[src/rtl/pwm_fade_scheduler.sv]
// pwm_fade_scheduler: PWM timebase plus a duty scheduler that walks the
// output through a repeating breathing profile (ramp up, hold high,
// ramp down, hold low). Duty, state and scheduler counters only move at
// the last cycle of a PWM period, so every period is emitted with one
// stable duty and the output never glitches mid-period.
//
// Interface timing: there is no valid/ready handshake. period_tick is a
// one-cycle strobe marking the first cycle of each new PWM period. duty
// and phase are register outputs, and phase doubles as the FSM debug view.
module pwm_fade_scheduler #(
  parameter int F            = 50_000_000,
  parameter int HZ           = 1000,
  parameter int DUTY_STEP    = 1,
  parameter int STEP_PERIODS = 10,
  parameter int HOLD_PERIODS = 50
) (
  input  logic       clk,
  input  logic       rst,
  input  logic       en,
  input  logic       freeze,
  output logic       pin,
  output logic [6:0] duty,
  output logic [2:0] phase,
  output logic       period_tick
);

  localparam int PERIOD = F / HZ;
  localparam int CW     = (PERIOD > 1) ? $clog2(PERIOD) : 1;
  // Compare width holds PERIOD*100 without truncation.
  localparam int MW     = $clog2(PERIOD * 100) + 1;
  localparam int SW     = $clog2(STEP_PERIODS + 1);
  localparam int HW     = $clog2(HOLD_PERIODS + 1);

  typedef enum logic [2:0] {
    IDLE    = 3'd0,
    UP      = 3'd1,
    HOLD_HI = 3'd2,
    DOWN    = 3'd3,
    HOLD_LO = 3'd4
  } state_t;

  state_t        state, state_n;
  logic [CW-1:0] cnt;
  logic [6:0]    duty_q, duty_n;
  logic [SW-1:0] step_cnt, step_n;
  logic [HW-1:0] hold_cnt, hold_n;
  logic          boundary;
  logic [6:0]    duty_up, duty_dn;
  logic [MW-1:0] cmp_lhs, cmp_rhs;

  assign boundary = (cnt == CW'(PERIOD - 1));

  // Saturating duty step in both directions.
  assign duty_up = (duty_q >= 7'(100 - DUTY_STEP)) ? 7'd100 : duty_q + 7'(DUTY_STEP);
  assign duty_dn = (duty_q <= 7'(DUTY_STEP)) ? 7'd0 : duty_q - 7'(DUTY_STEP);

  assign cmp_lhs = MW'(cnt) * MW'(100);
  assign cmp_rhs = MW'(duty_q) * MW'(PERIOD);

  // Free-running timebase, registered PWM compare and period strobe.
  always_ff @(posedge clk) begin
    if (rst) begin
      cnt         <= '0;
      pin         <= 1'b0;
      period_tick <= 1'b0;
    end else begin
      cnt         <= boundary ? '0 : cnt + CW'(1);
      pin         <= (cmp_lhs < cmp_rhs);
      period_tick <= boundary;
    end
  end

  // Scheduler state register: state, duty and step/hold counters.
  always_ff @(posedge clk) begin
    if (rst) begin
      state    <= IDLE;
      duty_q   <= '0;
      step_cnt <= '0;
      hold_cnt <= '0;
    end else begin
      state    <= state_n;
      duty_q   <= duty_n;
      step_cnt <= step_n;
      hold_cnt <= hold_n;
    end
  end

  // Next-state logic, evaluated only at a period boundary; en=0 aborts
  // to IDLE even while frozen.
  always_comb begin
    state_n = state;
    duty_n  = duty_q;
    step_n  = step_cnt;
    hold_n  = hold_cnt;
    if (boundary) begin
      if (!en) begin
        state_n = IDLE;
        duty_n  = '0;
        step_n  = '0;
        hold_n  = '0;
      end else if (!freeze) begin
        case (state)
          IDLE: begin
            state_n = UP;
            duty_n  = '0;
            step_n  = '0;
            hold_n  = '0;
          end
          UP: begin
            if (step_cnt == SW'(STEP_PERIODS - 1)) begin
              step_n = '0;
              duty_n = duty_up;
              if (duty_up == 7'd100) begin
                state_n = HOLD_HI;
                hold_n  = '0;
              end
            end else begin
              step_n = step_cnt + SW'(1);
            end
          end
          HOLD_HI: begin
            if (hold_cnt == HW'(HOLD_PERIODS - 1)) begin
              state_n = DOWN;
              step_n  = '0;
              hold_n  = '0;
            end else begin
              hold_n = hold_cnt + HW'(1);
            end
          end
          DOWN: begin
            if (step_cnt == SW'(STEP_PERIODS - 1)) begin
              step_n = '0;
              duty_n = duty_dn;
              if (duty_dn == 7'd0) begin
                state_n = HOLD_LO;
                hold_n  = '0;
              end
            end else begin
              step_n = step_cnt + SW'(1);
            end
          end
          HOLD_LO: begin
            if (hold_cnt == HW'(HOLD_PERIODS - 1)) begin
              state_n = UP;
              step_n  = '0;
              hold_n  = '0;
            end else begin
              hold_n = hold_cnt + HW'(1);
            end
          end
          default: begin
            state_n = IDLE;
            duty_n  = '0;
            step_n  = '0;
            hold_n  = '0;
          end
        endcase
      end
    end
  end

  // Output view of the scheduler registers.
  always_comb begin
    duty  = duty_q;
    phase = state;
  end

endmodule
[config.mk]
export PLATFORM = sky130hd
export DESIGN_NAME = pwm_fade_scheduler
export DESIGN_NICKNAME = d
export VERILOG_FILES = /design/src/rtl/pwm_fade_scheduler.sv
export SDC_FILE = /design/constraint.sdc
export NUM_CORES = 1
export LEC_CHECK = 0
export BUFFER_PORTS_ARGS = -buffer_cell sky130_fd_sc_hd__buf_2
export CORE_MARGIN = 2
export CORE_UTILIZATION = 59
export DETAILED_ROUTE_END_ITERATION = 16
export PLACE_DENSITY = 0.84
export SLEW_MARGIN = 20
export SYNTH_ARGS = -nofsm -noshare
export SYNTH_HDL_FRONTEND = slang
export SYNTH_SLANG_ARGS = --single-unit
[constraint.sdc]
create_clock -name clk -period 4.52 [get_ports clk]
set_input_delay 0.678 -clock clk [delete_from_list [all_inputs] [get_ports clk]]
set_output_delay 0.678 -clock clk [all_outputs]
set_load 0.005 [all_outputs]
Yosys cells after proc, flatten, opt, wreduce, memory -nomap -nowiden
Cells that the tools add are included.
{"block": "classes", "muxes": 29, "n_reduce_logical": 9, "bitwise": 0, "div_mod_pow": 0, "n_eq_ne": 17, "mul": 2, "n_shift": 0, "add_sub_neg": 5, "magnitude_cmp": 3}
{"cell": "$mux 6", "count": 7}
{"cell": "$mux 7", "count": 6}
{"cell": "$mux 3", "count": 8}
{"cell": "$lt 23x23->1", "count": 1}
{"cell": "$mul 16x5->21 const B", "count": 1}
{"cell": "$pmux 7 s3", "count": 1}
{"cell": "$mul 7x12->19 const B", "count": 1}
{"cell": "$ne 3x3->1 const B", "count": 6}
{"cell": "$pmux 6 s3", "count": 1}
{"cell": "$add 16x1->16 const B", "count": 1}
{"cell": "$eq 16x16->1 const B", "count": 1}
{"cell": "$mux 4", "count": 4}
{"cell": "$pmux 3 s5", "count": 1}
{"cell": "$pmux 4 s2", "count": 1}
{"cell": "$reduce_and 8->1", "count": 1}
{"cell": "$add 7x1->7 const B", "count": 1}
{"cell": "$eq 7x7->1 const B", "count": 1}
{"cell": "$ge 7x7->1 const B", "count": 1}
{"cell": "$le 7x1->1 const B", "count": 1}
{"cell": "$logic_not 7->1", "count": 1}
{"cell": "$sub 7x1->7 const B", "count": 1}
{"cell": "$add 6x1->6 const B", "count": 1}
{"cell": "$eq 3x2->1 const B", "count": 2}
{"cell": "$eq 6x6->1 const B", "count": 1}
{"cell": "other kinds (11)", "count": 14}
{"block": "word_totals", "mem_count": 0, "ramBits": 0, "ff_bits": 38, "output_inout_bits": 12, "romBits": 0, "latch_bits": 0}

Logic depth before layout (Yosys ltp)
Gate-level depths: netlist (run 1).
{"block": "depth", "word_depth": 8, "ltp_mapped": 21}

Least setup slack after synthesis (run 1)
OpenSTA, ideal clock, no wires.
{"block": "synth_timing", "path_type": "reg2reg", "start": "register duty_q[5] (netlist: duty[5])", "end": "register pin", "path_stages_with_launch": 19, "path_slack_ns": -0.197, "arrival_time_ns": 4.643, "path_buffers": 0, "period_less_slack_ns": 4.717, "required_ns": 4.446, "cell_sequence": "dfxtp_1 > inv_1 > ha_1 > ha_1 > ha_1 > fa_1 > ha_1 > a21oi_1 > o21ai_0 > a2111oi_0 > o31ai_1 > a21oi_1 > xor2_1 > ha_1 > a21o_1 > a211o_1 > nor3_1 > a21oi_1 > a31oi_1"}
{"block": "synth_between", "elab_chain_len": 2}
{"element": "from (decl)", "line": "44", "text": "logic [6:0] duty_q, duty_n;"}
{"element": "from (signal assigned)", "line": "82", "text": "duty_q <= duty_n;"}
{"element": "$mul 7x12->19", "line": "58", "text": "assign cmp_rhs = MW'(duty_q) * MW'(PERIOD);"}
{"element": "$lt 23x23->1", "line": "68", "text": "pin <= (cmp_lhs < cmp_rhs);"}
{"element": "to (signal assigned)", "line": "68"}
{"element": "to (decl)", "line": "21", "text": "output logic pin,"}
No other way between the ends.
A chain may end at the register's enable or synchronous reset.

Worst setup path in the final report (run 1)
{"block": "layout_timing", "start": "register duty_q[4] (netlist: duty[4])", "end": "register pin"}
Same word-level chain as after synthesis.

==> flow_summary.json, run 1 <==
{
  "outcome": "finished with violations",
  "drive_above_1_share": 0.180,
  "die_height_um": 103,
  "initialDrtViolationCount": 403,
  "ys_top_cells_by_area": "ha_1, dfxtp_1, fa_1, inv_1, xnor2_1",
  "synth_top_area_share": 0.312,
  "core.rowCount": 35,
  "regArea_sq_um": 783,
  "p_int_uw": 524,
  "largest_net_degree_at_the_start_of_global_routing": 22,
  "worst-path-max-fanout": 7,
  "worst_ep_required_time_ns": 4.75,
  "placeableCoreArea_sq_um": 9330,
  "ranking_of_synthesized_cells_by_instance_count": "ha_1, inv_1, nor2_1",
  "synth_area_per_cell_sq_um": 8.25,
  "holdCritPathClass": "reg -> reg",
  "sw_frac_of_total": 0.255,
  "cts.path.max_buffers": 2,
  "power-per-cell-area_nw_per_um2": 105,
  "antenna_found_initial": 0,
  "fin_worst_skew_ns": 0.0137,
  "hpwl_after_detailed_placement_mm": 10.7,
  "io_pins": 16,
  "slew_headroom": 0.480,
  "cell_type_contributing_the_most_total_cell_area_after_synthesis": "ha_1",
  "final_min_period_over_clock_period": 1.02,
  "synth_async_sr_flop_share": 0,
  "floorplan.die.width_um": 103,
  "p_sw_uw": 179,
  "grt_overflow": 0,
  "routed_wire_length_per_instance_um": 17.6,
  "gr-usage-all-layers": 0.268,
  "drcViolationCount": 0,
  "power.share.clock": 0.435,
  "worst_case_setup_margin_in_the_final_layout_ns": -0.0724,
  "place_ws_ns": -0.194,
  "gp_congestion": 0.982,
  "timing.critical_path.from_type": "flip-flop",
  "cts_buffers": 5,
  "finish.utilization": 0.721,
  "power_leakage_nw": 3.29,
  "vias": 5397,
  "seq_power_share": 0.483,
  "die-area_sq_um": 10500,
  "diode_insertion_count_for_antenna_repair": 0,
  "synthesis.area_sq_um": 5730,
  "multiInputGateArea_sq_um": 4980,
  "timing.setup.critical_path_class": "reg -> reg",
  "final_cells": 869,
  "violations": "negative setup slack",
  "number_of_global_route_vias_before_repair": 5092,
  "route.antenna.remaining_nets": 0,
  "fmax_mhz": 218,
  "finalWorstPathRequiredPeriod_ns": 4.59,
  "cts_tree": "done",
  "clkTransAtPathRegs_ns": 0.09,
  "drt-total-wl_mm": 15.3,
  "synth-main-ff-cell": "dfxtp_1",
  "synth.yosys.warnings": 0,
  "post-synth-top-count-cell": "ha_1",
  "clock_sink_count": 38,
  "endpoint_kind": "flip-flop",
  "clk_root_buffer_cell": "clkbuf_8",
  "fin_setup_tns_ns": -0.0724,
  "hold_ws_ns": 0.504,
  "synth-seq-area-share": 0.133,
  "drt_pass1_iterations": 6,
  "synth_enable_flop_cells": 0,
  "via_cell_ratio": 6.21,
  "post_synth_num_cell_types": 66,
  "synth_fp_nets": 859,
  "final-hold-violation-count": 0,
  "io_buffers": 15,
  "reg2reg_slack_ns": -0.07,
  "postSynthRegisterBits": 38,
  "worstSkewPairLatency_ns": 0.31,
  "h-tree-depth": 2,
  "start_util": 0.614,
  "worst_slew_pin_slew_ns": 0.777,
  "grt_pass1_wl_mm": 22.9,
  "vdd.ir_drop.worst_mv": 0.127,
  "report.final.slew_viol_count": 0,
  "area_delta_synth_final_pct": 17.3,
  "cts_hold_buffers": 0,
  "number_of_placed_cells_counting_well_taps": 845,
  "postSynthCellCount": 695,
  "setup_viol": 1,
  "p_comb_frac": 0.082,
  "final_net_count": 903,
  "drv_cap": 0,
  "crit_arrival_ns": 4.83,
  "fillCellCount": 642
}
-- repair_timing --
| item | CTS | global route |
|---|---|---|
| resized for setup | 9 | 70 |
| buffers inserted | 4 | 12 |
| pin swaps | 3 | 41 |
| endpoints found under the setup margin | 1 | 1 |
-- power groups by stage --
stage	clock, mW	combinational (mW)	sequential, mW
floorplan	0	0.0391	0.349
global placement	0	0.0517	0.350
detailed placement	0	0.0550	0.350
CTS	0.309	0.0553	0.342
global route	0.323	0.0657	0.340
finish	0.306	0.0579	0.339
-- through the flow --
stage | instance area, sq um | total power [mW]
after global routing | 6720 | 0.729
final | 6720 | 0.703
after global placement | 6050 | 0.401
after floorplan | 5740 | 0.388
after CTS | 6230 | 0.706
after detailed placement | 6050 | 0.405
-- flip-flops by register name (all words and copies together) (netlist names) --
signal	count
phase	3
step_cnt	4
pin	1
cnt	16
duty	7
period_tick	1
hold_cnt	6
-- worst max-delay path, cell delays in order, from the launching register on --
cell and delay [ns]:
dfxtp_4 0.39, ha_4 0.18, xor2_2 0.17, ha_2 0.29
fa_1 0.60, ha_4 0.24, ha_4 0.30, nand2_2 0.06
o211ai_1 0.37, a2111oi_4 0.14, o31ai_1 0.24, a21oi_1 0.11
xor2_1 0.17, ha_1 0.32, a21o_1 0.20, a211o_1 0.31
nor3_2 0.21, a21oi_1 0.09, a31oi_1 0.15
-- per-layer routing --
metal  track usage  share of wire
met4        0.0800          0.047
met2         0.484           0.49
met5             0              0
met1         0.337           0.40
met3        0.0278          0.061
-- worst paths after layout --
| check | start | endpoint | cells after the start |
|---|---|---|---|
| worst max register to register | duty[4] | pin | 18 |
| worst max-delay path | duty[4] | pin | 18 |
| worst min-delay path | step_cnt[3] | step_cnt[3] | 2 |
| worst min register to register | step_cnt[3] | step_cnt[3] | 2 |
-- cells in the final DEF, fill, tap and decap left out, drive strengths merged, types with 4 or more instances in the layout --
cell,n
a21o,8
a21oi,37
a31oi,7
and2,6
and3,14
buf,50
clkbuf,5
dfxtp,38
fa,17
ha,143
inv,89
nand2,46
nand2b,6
nand3,15
nand3b,4
nand4,13
nor2,55
nor2b,9
nor3,13
nor4,6
o2111ai,4
o211ai,8
o21a,9
o21ai,28
or2,4
or3,4
xnor2,31
xor2,17
-- area by class of cell --
type | count | share of cell area
timing repair buffer | 50 | 0.0514
inverter | 89 | 0.0501
clock inverter | 3 | 0.00670
multi-input combinational | 555 | 0.741
clock buffer | 5 | 0.0102
tap | 129 | 0.0240
sequential | 38 | 0.117
-- kinds of logic (layout without fill, tap and decap cells) --
family,after synthesis,after routing,synth area share
adders and majority gates,160,160,0.372
and+or+nand+nor,204,204,0.180
muxes,3,3,0.00524
buffers and inverters,102,147,0.0709
AOI/OAI and AO/OA,140,140,0.166
DFF,38,38,0.133
xor gates and xnor gates,48,48,0.0733
Note: power is estimated with default switching activity, not from simulation.
==> run 2, diff against run 1 <==
- REMOVE_ABC_BUFFERS: unset -> 1
==> flow_summary.json, run 2 (synthesis results as in run 1) <==
{
  "worstSkewPairLatency_ns": 0.31,
  "hpwl_after_detailed_placement_mm": 10.4,
  "worstReg2RegEnd": "pin",
  "die_height_um": 103,
  "report.final.slew_viol_count": 0,
  "power-per-cell-area_nw_per_um2": 101,
  "start_util": 0.614,
  "grt_overflow": 0,
  "r2r-start": "duty[6]",
  "reg2reg_slack_ns": 0.09,
  "floorplan.die.width_um": 103,
  "fillCellCount": 652,
  "route.antenna.remaining_nets": 0,
  "worst_ep_required_time_ns": 4.77,
  "grt_pass1_wl_mm": 22.0,
  "outcome": "complete, no violations",
  "clock_sink_count": 38,
  "layout.cells.most_common_list": "ha_1, inv_1, nor2_1, nand2_1, a21oi_1",
  "final-hold-violation-count": 0,
  "hold_ws_ns": 0.505,
  "fmax_mhz": 226,
  "io_pins": 16,
  "drcViolationCount": 0,
  "h-tree-depth": 2,
  "worst-path-max-fanout": 4,
  "cts_buffers": 5,
  "final_cells": 864,
  "drt-total-wl_mm": 14.2,
  "worst_slew_pin_slew_ns": 0.846,
  "hold_path_end": "step_cnt[2]",
  "crit_arrival_ns": 4.67,
  "hold_path.startpoint": "step_cnt[2]",
  "via_cell_ratio": 6.03,
  "largest_reg_flops": 16,
  "drive_above_1_share": 0.156,
  "cts_tree": "done",
  "final_net_count": 898,
  "registers.top_by_ff_count": "cnt",
  "area_delta_synth_final_pct": 14.9,
  "gp_congestion": 0.928,
  "initialDrtViolationCount": 267,
  "multiInputGateArea_sq_um": 4900,
  "clk_root_buffer_cell": "clkbuf_8",
  "largest_net_degree_at_the_start_of_global_routing": 22,
  "finalWorstPathRequiredPeriod_ns": 4.43,
  "number_of_global_route_vias_before_repair": 4957,
  "die-area_sq_um": 10500,
  "placeableCoreArea_sq_um": 9330,
  "holdCritPathClass": "reg -> reg",
  "power_leakage_nw": 3.26,
  "worstRegToRegCells": 19,
  "clkTransAtPathRegs_ns": 0.09,
  "drt_pass1_iterations": 7,
  "setup_viol": 0,
  "timing.setup.critical_path_class": "reg -> reg",
  "layout_commonest_cell": "ha_1",
  "holdPathStages": 2,
  "vias": 5213,
  "fin_worst_skew_ns": 0.0180,
  "io_buffers": 15,
  "drv_cap": 0,
  "slew_headroom": 0.433,
  "core.rowCount": 35,
  "vdd.ir_drop.worst_mv": 0.101,
  "regArea_sq_um": 782,
  "timing.critical_path.from_type": "flip-flop",
  "diode_insertion_count_for_antenna_repair": 0,
  "antenna_found_initial": 0,
  "cts.path.max_buffers": 2,
  "endpoint_kind": "flip-flop",
  "fin_total_pwr_uw": 667,
  "number_of_placed_cells_counting_well_taps": 851,
  "gr-usage-all-layers": 0.256,
  "routed_wire_length_per_instance_um": 16.5,
  "final_min_period_over_clock_period": 0.979
}
[run 2: changes by cell type in the layout (fill, tap and decap cells not counted), moves of 2 or more]
cell	before	now
dfxtp_2	3	5
inv_2	7	4
inv_1	81	84
buf_4	33	28
o2111ai_4	2	0
nand2_1	43	46
nand2_2	3	0
nor2_1	51	53
nor2_2	4	2
ha_1	118	120
[run 2: through the flow]
stage               utilization  setup slack, ns  cell area [sq um]  setup TNS, ns
CTS                       0.668          0.00301               6230              0
finish                    0.706           0.0943               6580              0
global placement          0.652          0.00680               6090              0
floorplan                     -           -0.197               5660         -0.197
detailed placement        0.652           -0.183               6090         -0.183
global route              0.706          -0.0918               6580        -0.0918
[run 2: final cells by class]
class | count | share of cell area
Timing Repair Buffer | 45 | 0.0473
Tap cell | 129 | 0.0245
Sequential cell | 38 | 0.119
Clock buffer | 6 | 0.0125
Inverter | 89 | 0.0511
Clock inverter | 2 | 0.00190
Multi-Input combinational cell | 555 | 0.744
[run 2: worst max-delay path, stage by stage (launching register included)]
cell       delay, ns
dfxtp_4         0.38
buf_4           0.15
ha_4            0.28
ha_4            0.20
fa_1            0.61
ha_4            0.23
ha_4            0.26
nand2_1         0.06
o211ai_1        0.28
a2111oi_2       0.12
buf_4           0.16
o31ai_2         0.20
a21oi_1         0.11
xor2_1          0.17
ha_1            0.32
a21o_1          0.19
a211o_1         0.27
nor3_2          0.17
a21oi_1         0.08
a31oi_1         0.12
[run 2: how the worst max path moves through the flow]
stage                      to  slack, ns  startpoint  depth (start not counted)
after floorplan           pin      -0.20     duty[5]                         18
after global placement    pin      0.007     duty[1]                         20
after detailed placement  pin      -0.18     duty[1]                         20
after CTS                 pin      0.003     duty[5]                         19
after global routing      pin      -0.09     duty[3]                         20
final                     pin       0.09     duty[6]                         19
[run 2: per-layer routing]
metal	vias up	global-route usage	routed length, um
met4	0	0.0615	275
met2	137	0.462	7060
met3	25	0.0285	592
met5	-	0	0
li1	2530	-	-
met1	2521	0.328	6290
[run 2: what timing repair did]
action,CTS,global route
pin swaps,5,19
hold buffers,0,0
gates resized for setup,10,54
endpoints found under the hold margin,0,0
buffers inserted,0,5
setup endpoints to repair,1,1
[run 2: report_power, final]
part	switching [mW]	internal, mW	total, mW	leakage [nW]
clock	0.141	0.123	0.264	0.0472
sequential	0.00347	0.336	0.340	0.313
combinational	0.0389	0.0246	0.0635	2.90
==> run 3, diff against run 2 <==
- CELL_PAD_IN_SITES_DETAIL_PLACEMENT: unset -> 1
- CELL_PAD_IN_SITES_GLOBAL_PLACEMENT: unset -> 1
- CORE_MARGIN: 2 -> unset
- CORE_UTILIZATION: 59 -> 45
==> flow_summary.json, run 3 (synthesis results as in run 1) <==
{
  "power-per-cell-area_nw_per_um2": 114,
  "endpoint_kind": "flip-flop",
  "worst_case_setup_margin_in_the_final_layout_ns": -0.175,
  "via_cell_ratio": 6.17,
  "area_delta_synth_final_pct": 20.9,
  "start_util": 0.469,
  "unrepaired_setup_endpoints_after_global_routing": "yes",
  "floorplan.die.width_um": 115,
  "seq_power_share": 0.432,
  "finalInstanceArea_sq_um": 6930,
  "grt.met1_usage": 0.309,
  "antenna_found_initial": 1,
  "timing.critical_path.from_type": "flip-flop",
  "slew_headroom": 0.436,
  "clock_sink_count": 38,
  "use_met3": 0.0285,
  "worstSkewPairLatency_ns": 0.30,
  "drive_above_1_share": 0.196,
  "route.antenna.remaining_nets": 0,
  "placeableCoreArea_sq_um": 12200,
  "violations": "negative setup slack",
  "drcViolationCount": 0,
  "setup_viol": 1,
  "die_height_um": 115,
  "layout_commonest_cell": "ha_1",
  "registers.top_by_ff_count": "cnt",
  "cts_tree": "done",
  "drt-total-wl_mm": 21.1,
  "drt_pass1_iterations": 5,
  "worst_slew_pin_slew_ns": 0.842,
  "fmax_mhz": 213,
  "report.final.slew_viol_count": 0,
  "grt_overflow": 0,
  "fillCellCount": 1490,
  "p_comb_frac": 0.083,
  "cts_hold_buffers": 0,
  "finalWorstPathRequiredPeriod_ns": 4.69,
  "core.rowCount": 40,
  "drv_cap": 0,
  "clkTransAtPathRegs_ns": 0.07,
  "holdCritPathClass": "reg -> reg",
  "clk_root_buffer_cell": "clkbuf_16",
  "hpwl_after_detailed_placement_mm": 12.9,
  "outcome": "finished with violations",
  "cts.path.max_buffers": 2,
  "final-hold-violation-count": 0,
  "power.share.clock": 0.485,
  "gr-usage-all-layers": 0.266,
  "most_heavily_used_metal_layer_in_global_routing": "met2",
  "worstRegToRegCells": 19,
  "p_int_uw": 581,
  "holdPathStages": 1,
  "die-area_sq_um": 13200,
  "vdd.ir_drop.worst_mv": 0.116,
  "h-tree-depth": 2,
  "finish.utilization": 0.568,
  "routed_wire_length_per_instance_um": 22.8,
  "grt_pass1_wl_mm": 28.1,
  "initialDrtViolationCount": 342,
  "io_pins": 16,
  "cts_buffers": 5,
  "globalRouteMet2Util": 0.504,
  "largest_net_degree_at_the_start_of_global_routing": 22,
  "fin_total_pwr_uw": 787,
  "crit_arrival_ns": 4.92,
  "io_buffers": 15,
  "gp_congestion": 0.954,
  "worst-path-max-fanout": 5,
  "dpl_cell_area_sq_um": 6250,
  "layout.cells.most_common_list": "ha_1, inv_1, nor2_1, buf_4, nand2_1",
  "vias": 5697,
  "timing.setup.critical_path_class": "reg -> reg",
  "power_leakage_nw": 3.40,
  "final_min_period_over_clock_period": 1.04,
  "final_net_count": 918,
  "worst_ep_required_time_ns": 4.75,
  "p_sw_uw": 207,
  "fin_worst_skew_ns": 0.0150,
  "hold_ws_ns": 0.514,
  "sw_frac_of_total": 0.262,
  "number_of_global_route_vias_before_repair": 5891,
  "largest_reg_flops": 16
}
## run 3: cell count changes in the layout (fill, tap and decap cells not counted), moves of 4 or more
cell	change
a21oi_2	+4
clkbuf_8	-5
buf_4	+22
a21oi_1	-4
clkbuf_16	+5
## run 3: path summary, 6_finish.rpt
kind	from	to	slack [ns]
hold reg to reg	cnt[0]	cnt[0]	0.51
setup reg to reg	cnt[4]	pin	-0.17
setup / recovery	cnt[4]	pin	-0.17
hold / removal	cnt[0]	cnt[0]	0.51
## run 3: final cells by class
class	count	area (sq um)	share of cell area
Clock inverter	2	12.5	0.00181
Inverter	89	337	0.0486
Tap cell	168	210	0.0303
Antenna cell	1	2.50	0.000361
Sequential cell	38	781	0.113
Clock buffer	6	139	0.0200
Multi-Input combinational cell	555	5000	0.721
Timing Repair Buffer	65	450	0.0650
## run 3: repair_timing
item | 4_1_cts | 5_1_grt
cloned | 0 | 0
resized for setup | 20 | 62
pin swaps | 12 | 35
buffers inserted | 4 | 6
endpoints found under the setup margin | 1 | 1
## run 3: worst max-delay path, cell delays in order, from the launching register on
cell and delay (ns):
dfxtp_2 0.37, inv_1 0.10, ha_1 0.31, ha_1 0.29, inv_1 0.07, fa_1 0.55, inv_1 0.06, ha_1 0.36
and2_0 0.20, o21ai_1 0.21, nand3b_1 0.15, and3_1 0.27, o21a_1 0.25, o311ai_1 0.43, ha_1 0.35, a21oi_2 0.19
nor2b_1 0.09, o21ai_1 0.17, a21oi_2 0.08, a31oi_1 0.15
## run 3: power by group through the flow
stage | combinational (mW) | sequential (mW) | clock (mW)
after CTS | 0.0601 | 0.342 | 0.374
after detailed placement | 0.0577 | 0.350 | 0
after floorplan | 0.0360 | 0.349 | 0
final | 0.0651 | 0.340 | 0.382
after global routing | 0.0727 | 0.340 | 0.398
after global placement | 0.0529 | 0.350 | 0
## run 3: stage by stage
| stage | setup WS (ns) | TNS, ns | cells |
|---|---|---|---|
| 2_1_floorplan | -0.197 | -0.197 | 682 |
| 3_3_place_gp | -0.0460 | -0.0460 | 906 |
| 3_5_place_dp | -0.295 | -0.295 | 906 |
| 4_1_cts | 0.00574 | 0 | 918 |
| 5_1_grt | -0.378 | -0.378 | 923 |
| 6_report | -0.175 | -0.175 | 924 |
## run 3: routing by layer
metal	vias up	routed length [um]
li1	2578	-
met1	2835	8430
met2	203	10900
met3	81	892
met4	0	912
met5	-	0
